**src/rtl/tri_fetch_sched.sv**
```systemverilog
// Sequencer for the serial vertex converter: fetch 6 words, start, shift, await finish, present.
// Optional `DEGEN_SKIP_EN drops triangles with two equal vertices. Converter reset = ~i_reset.
module tri_fetch_sched #(
  parameter int unsigned WIDTH       = 9,
  parameter int unsigned ADDR_W      = 10,
  parameter int unsigned CNT_W       = 8,
  parameter int unsigned FIN_TIMEOUT = 4
) (
  input  logic              i_clk,
  input  logic              i_reset,
  input  logic              i_go,
  input  logic [ADDR_W-1:0] i_base_addr,
  input  logic [CNT_W-1:0]  i_tri_count,
  output logic              o_mem_rd,
  output logic [ADDR_W-1:0] o_mem_addr,
  input  logic [WIDTH:0]    i_mem_data,
  output logic              o_conv_start,
  output logic [WIDTH:0]    o_conv_inp,
  input  logic              i_conv_finish,
  output logic              o_tri_valid,
  input  logic              i_tri_ready,
  output logic              o_busy,
  output logic              o_done,
  output logic              o_err,
  output logic [CNT_W-1:0]  o_skip_cnt
);

  typedef enum logic [2:0] {StIdle, StFetch, StStart, StShift, StWaitFin, StPresent} state_e;

  state_e            r_state, w_state_next;
  logic [7:0]        r_cnt;
  logic [ADDR_W-1:0] r_tri_addr;
  logic [CNT_W-1:0]  r_count, r_idx;
  logic [WIDTH:0]    r_buf [6];
  logic [WIDTH:0]    r_conv_inp;
  logic              r_busy, r_done, r_err;

  logic             w_go, w_fetch_last, w_degen, w_skip, w_handshake, w_timeout, w_last_tri;
  logic             w_tri_end;
  logic [CNT_W-1:0] w_idx_inc;

  assign w_go         = (r_state == StIdle) && i_go;
  assign w_fetch_last = (r_state == StFetch) && (r_cnt == 8'd6);
  assign w_skip       = w_fetch_last && w_degen;
  assign w_handshake  = (r_state == StPresent) && i_tri_ready;
  assign w_timeout    = (r_state == StWaitFin) && !i_conv_finish &&
                        (r_cnt == 8'(FIN_TIMEOUT - 1));
  assign w_idx_inc    = r_idx + CNT_W'(1);
  assign w_last_tri   = (w_idx_inc == r_count);
  assign w_tri_end    = w_handshake || w_skip;

`ifdef DEGEN_SKIP_EN
  logic [CNT_W-1:0] r_skip_cnt;

  // y3 arrives on the memory bus in the last FETCH cycle, so compare it directly.
  assign w_degen = ((r_buf[0] == r_buf[2]) && (r_buf[1] == r_buf[3])) ||
                   ((r_buf[0] == r_buf[4]) && (r_buf[1] == i_mem_data)) ||
                   ((r_buf[2] == r_buf[4]) && (r_buf[3] == i_mem_data));

  always_ff @(posedge i_clk) begin
    if (!i_reset) begin
      r_skip_cnt <= '0;
    end else if (w_skip && (r_skip_cnt != {CNT_W{1'b1}})) begin
      r_skip_cnt <= r_skip_cnt + CNT_W'(1);
    end
  end

  assign o_skip_cnt = r_skip_cnt;
`else
  assign w_degen    = 1'b0;
  assign o_skip_cnt = '0;
`endif

  always_ff @(posedge i_clk) begin
    if (!i_reset) r_state <= StIdle;
    else          r_state <= w_state_next;
  end

  always_comb begin
    w_state_next = r_state;
    unique case (r_state)
      StIdle:    if (i_go && (i_tri_count != '0)) w_state_next = StFetch;
      StFetch:   if (w_fetch_last) begin
                   if (w_degen) w_state_next = w_last_tri ? StIdle : StFetch;
                   else         w_state_next = StStart;
                 end
      StStart:   w_state_next = StShift;
      StShift:   if (r_cnt == 8'd5) w_state_next = StWaitFin;
      StWaitFin: begin
                   if (i_conv_finish)  w_state_next = StPresent;
                   else if (w_timeout) w_state_next = StIdle;
                 end
      StPresent: if (i_tri_ready) w_state_next = w_last_tri ? StIdle : StFetch;
      default:   w_state_next = StIdle;
    endcase
  end

  always_ff @(posedge i_clk) begin
    if (!i_reset) begin
      r_cnt      <= '0;
      r_tri_addr <= '0;
      r_count    <= '0;
      r_idx      <= '0;
      r_conv_inp <= '0;
      r_busy     <= 1'b0;
      r_done     <= 1'b0;
      r_err      <= 1'b0;
      for (int i = 0; i < 6; i++) r_buf[i] <= '0;
    end else begin
      r_done <= 1'b0;
      r_cnt  <= ((w_state_next != r_state) || w_skip) ? '0 : r_cnt + 8'd1;
      if (w_go) begin
        r_tri_addr <= i_base_addr;
        r_count    <= i_tri_count;
        r_idx      <= '0;
        r_err      <= 1'b0;
        r_busy     <= (i_tri_count != '0);
        r_done     <= (i_tri_count == '0);
      end
      // Word k was read in FETCH cycle k and is on the bus in cycle k+1.
      if ((r_state == StFetch) && (r_cnt != 8'd0) && (r_cnt <= 8'd6)) begin
        r_buf[r_cnt[2:0] - 3'd1] <= i_mem_data;
      end
      if (r_state == StStart) r_conv_inp <= r_buf[0];
      if ((r_state == StShift) && (r_cnt < 8'd5)) r_conv_inp <= r_buf[r_cnt[2:0] + 3'd1];
      if (w_tri_end) begin
        r_idx      <= w_idx_inc;
        r_tri_addr <= r_tri_addr + ADDR_W'(6);
        if (w_last_tri) begin
          r_busy <= 1'b0;
          r_done <= 1'b1;
        end
      end
      if (w_timeout) begin
        r_err  <= 1'b1;
        r_busy <= 1'b0;
        r_done <= 1'b1;
      end
    end
  end

  always_comb begin
    o_mem_rd     = (r_state == StFetch) && (r_cnt < 8'd6);
    o_mem_addr   = o_mem_rd ? (r_tri_addr + ADDR_W'(r_cnt[2:0])) : '0;
    o_conv_start = (r_state == StStart);
    o_tri_valid  = (r_state == StPresent);
    o_conv_inp   = r_conv_inp;
    o_busy       = r_busy;
    o_done       = r_done;
    o_err        = r_err;
  end

endmodule

```
**config.mk**
```make
export PLATFORM = sky130hd
export DESIGN_NAME = tri_fetch_sched
export DESIGN_NICKNAME = d
export VERILOG_FILES = /design/src/rtl/tri_fetch_sched.sv
export SDC_FILE = /design/constraint.sdc
export NUM_CORES = 1
export LEC_CHECK = 0
export BUFFER_PORTS_ARGS = -buffer_cell sky130_fd_sc_hd__buf_2
export CORE_ASPECT_RATIO = 2
export CORE_MARGIN = 3
export CORE_UTILIZATION = 30
export CTS_CLUSTER_DIAMETER = 100
export DETAILED_ROUTE_END_ITERATION = 7
export SLEW_MARGIN = 15
export SYNTH_ARGS = -nofsm -noshare
export SYNTH_HDL_FRONTEND = slang
export SYNTH_SLANG_ARGS = --single-unit
export TNS_END_PERCENT = 5
```
**constraint.sdc**
```tcl
create_clock -name i_clk -period 4.2 [get_ports i_clk]
set_input_delay 0.21 -clock i_clk [delete_from_list [all_inputs] [get_ports i_clk]]
set_output_delay 0.21 -clock i_clk [all_outputs]
set_load 0.005 [all_outputs]
```
==> impl_metrics.py <==
metrics = {
    "finish": {
        "syn_to_final_growth_pct": 18.5,
        "multiInputGateArea_um2": 2870,
        "nNetsFinal": 703,
        "fill_cells": 2095,
        "diodes": 0,
        "regArea_um2": 3400,
        "layout_commonest_cell": "edfxtp_1",
        "design_area_um2": 7690,
        "layout-drive-gt1-share": 0.214,
        "layout_common_cells": "80 x edfxtp_1, 79 x nand2_1, 58 x buf_2",
        "instances_no_fill": 941,
        "final_util": 0.364,
    },
    "sta": {
        "fmax_mhz": 323,
        "rsz0062_at_grt": "false",
        "final_hold_viol_count": 0,
        "maxSlewHeadroom": 0.431,
        "slew_viol_final": 0,
        "fin_crit_ns": 3.10,
        "setup_viol": 0,
        "tightest_slew_ns": 0.850,
        "holdWs_ns": 0.0519,
        "worst_clock_skew_ns": 0.00815,
        "fin_setup_tns_ns": 0,
        "post-route-period-util": 0.738,
        "fin_ws_ns": 1.10,
    },
    "clock_tree": {
        "cts-root-buf": "clkbuf_16",
        "clk_path_buf_depth": 2,
        "clkTransAtPathRegs_ns": 0.06,
        "cts_setup_buffers": 0,
        "cts_sinks": 130,
        "htreeDepth": 4,
        "cts_tree": "done",
        "cts_hold_buf": 0,
        "cts_buffers": 17,
        "clk_latency_ns": 0.42,
        "cts_resized": 0,
    },
    "critical_path": {
        "cp_data_arrival_time_ns": 3.17,
        "start_kind": "flop",
        "required_ns": 4.27,
        "path_class": "reg2reg",
        "crit_path_end_kind": "flop",
        "r2r_slack_ns": 1.10,
        "crit_fanout": 11,
    },
    "logic_synthesis": {
        "synth_ff_type": "edfxtp_1",
        "syn-cell-area_um2": 6490,
        "synth_warnings": 0,
        "ys_types": 57,
        "synth_edf_count": 80,
        "ys_ff_latch": 130,
        "synthArstFlopShare": 0,
        "syn_inst": 602,
        "avgSynthCellArea_um2": 10.8,
        "synth_top_area_cell": "edfxtp_1",
        "synth_area_leaders": "edfxtp_1 37%, dfxtp_1 15%, mux4_2 6.9%",
        "seq_area_frac_synth": 0.524,
        "synth_top_area_frac": 0.370,
    },
    "floorplan": {
        "die_x_um": 110,
        "die-height_um": 214,
        "ios": 67,
        "fp-row-count": 75,
        "initial_core_util": 0.307,
        "core_area_um2": 21100,
        "die_area_um2": 23500,
    },
    "power": {
        "total_power_mw": 3.25,
        "cellPowerDensity_nw_per_um2": 423,
        "ir_worst_vdd_mv": 0.284,
        "power.leakage_nw": 2.91,
    },
    "placement": {
        "place_ws_ns": 1.09,
        "dp_cells": 909,
        "gp_congestion": 0.843,
        "placed_cell_area_um2": 7070,
        "portBuffers": 58,
        "dp_hpwl_mm": 12.9,
    },
    "routing": {
        "via_per_inst": 4.91,
        "postRouteAntennaNets": 0,
        "routed_wl_mm": 16.4,
        "dr.pass1.iters": 4,
        "drc_errors": 0,
        "avgRoutedWirePerCell_um": 17.4,
        "vias": 4623,
        "drt-initial-drc-count": 322,
    },
    "global_route": {
        "track_usage": 0.145,
        "grt_pass1_wl_mm": 25.5,
        "grt_max_degree": 49,
        "antenna_found_initial": 0,
        "grt_pass1_vias": 4746,
        "overflow": 0,
    },
    "job": {
        "maxCapViolCount": 0,
    },
    "worst_hold_path": {
        "hold_class": "in2reg",
    },
    "outcome": {
        "outcome": "finished, final reports clean",
    },
}
worst max-delay path, stage by stage, from the launching register on:
cell and delay (ns):
dfxtp_1 0.33, or4_4 0.53, or2_4 0.29, nor2_8 0.16, and3_1 0.48, nand4_1 0.46
nand2_1 0.50
worst paths after layout:
| kind | depth (start not counted) | to | from |
|---|---|---|---|
| setup / recovery | 6 | r_buf[1][8] | r_cnt[3] |
| setup reg to reg | 6 | r_buf[1][8] | r_cnt[3] |
| hold reg to reg | 2 | r_count[6] | r_count[6] |
| hold / removal | 3 | r_tri_addr[9] | i_base_addr[9] |
report_power, final:
| group | switching [mW] | leakage [nW] | internal [mW] | total [mW] |
|---|---|---|---|---|
| logic | 0.173 | 1.44 | 0.124 | 0.297 |
| registers | 0.0266 | 1.18 | 1.39 | 1.42 |
| clock network | 0.588 | 0.287 | 0.950 | 1.54 |
Yosys cell counts, types with 12 or more instances:
cell,n
and3_1,16
clkbuf_1,28
xnor2_1,13
mux4_2,20
a21boi_0,16
nor3_1,13
dfxtp_1,50
nor2_1,40
inv_1,20
and2_1,34
xor2_1,12
nor2b_1,13
mux2i_1,12
nand3_1,19
a21oi_1,17
nand2_1,79
o21ai_0,23
edfxtp_1,80
layer usage:
metal	share of wire	vias up	track usage	wire length (um)
li1	-	2253	-	-
met2	0.59	127	0.286	9680
met5	0	-	0	0
met1	0.33	2206	0.130	5400
met4	0.043	0	0.0724	702
met3	0.037	37	0.0283	613
cell families (layout without fill, tap and decap cells):
logic type / after synthesis / in the layout / share of synthesized area
multiplexers: 32 / 32 / 0.0879
adder cells (fa/ha/maj): 11 / 11 / 0.0224
flip-flops: 130 / 130 / 0.524
AND/OR/NAND/NOR: 261 / 261 / 0.208
other: 1 / 8 / 0.000578
buffers and inverters: 60 / 123 / 0.0409
XOR/XNOR: 25 / 25 / 0.0337
AO/OA/AOI/OAI: 82 / 82 / 0.0821
layout make-up:
cell class | instances | share of cell area
flip-flops and latches | 130 | 0.443
inverters | 20 | 0.00976
multi-input cells | 419 | 0.373
clock buffers | 17 | 0.0553
repair buffers | 71 | 0.0504
clock inverters | 15 | 0.0252
well taps | 269 | 0.0438
sequential cells by signal, indices dropped and copies added (netlist names):
register,cells
r_buf,80
o_done,1
o_busy,1
r_state,3
r_count,8
o_conv_inp,10
r_tri_addr,10
r_cnt,8
r_idx,8
o_err,1
Power figures use the tool's default switching activity.
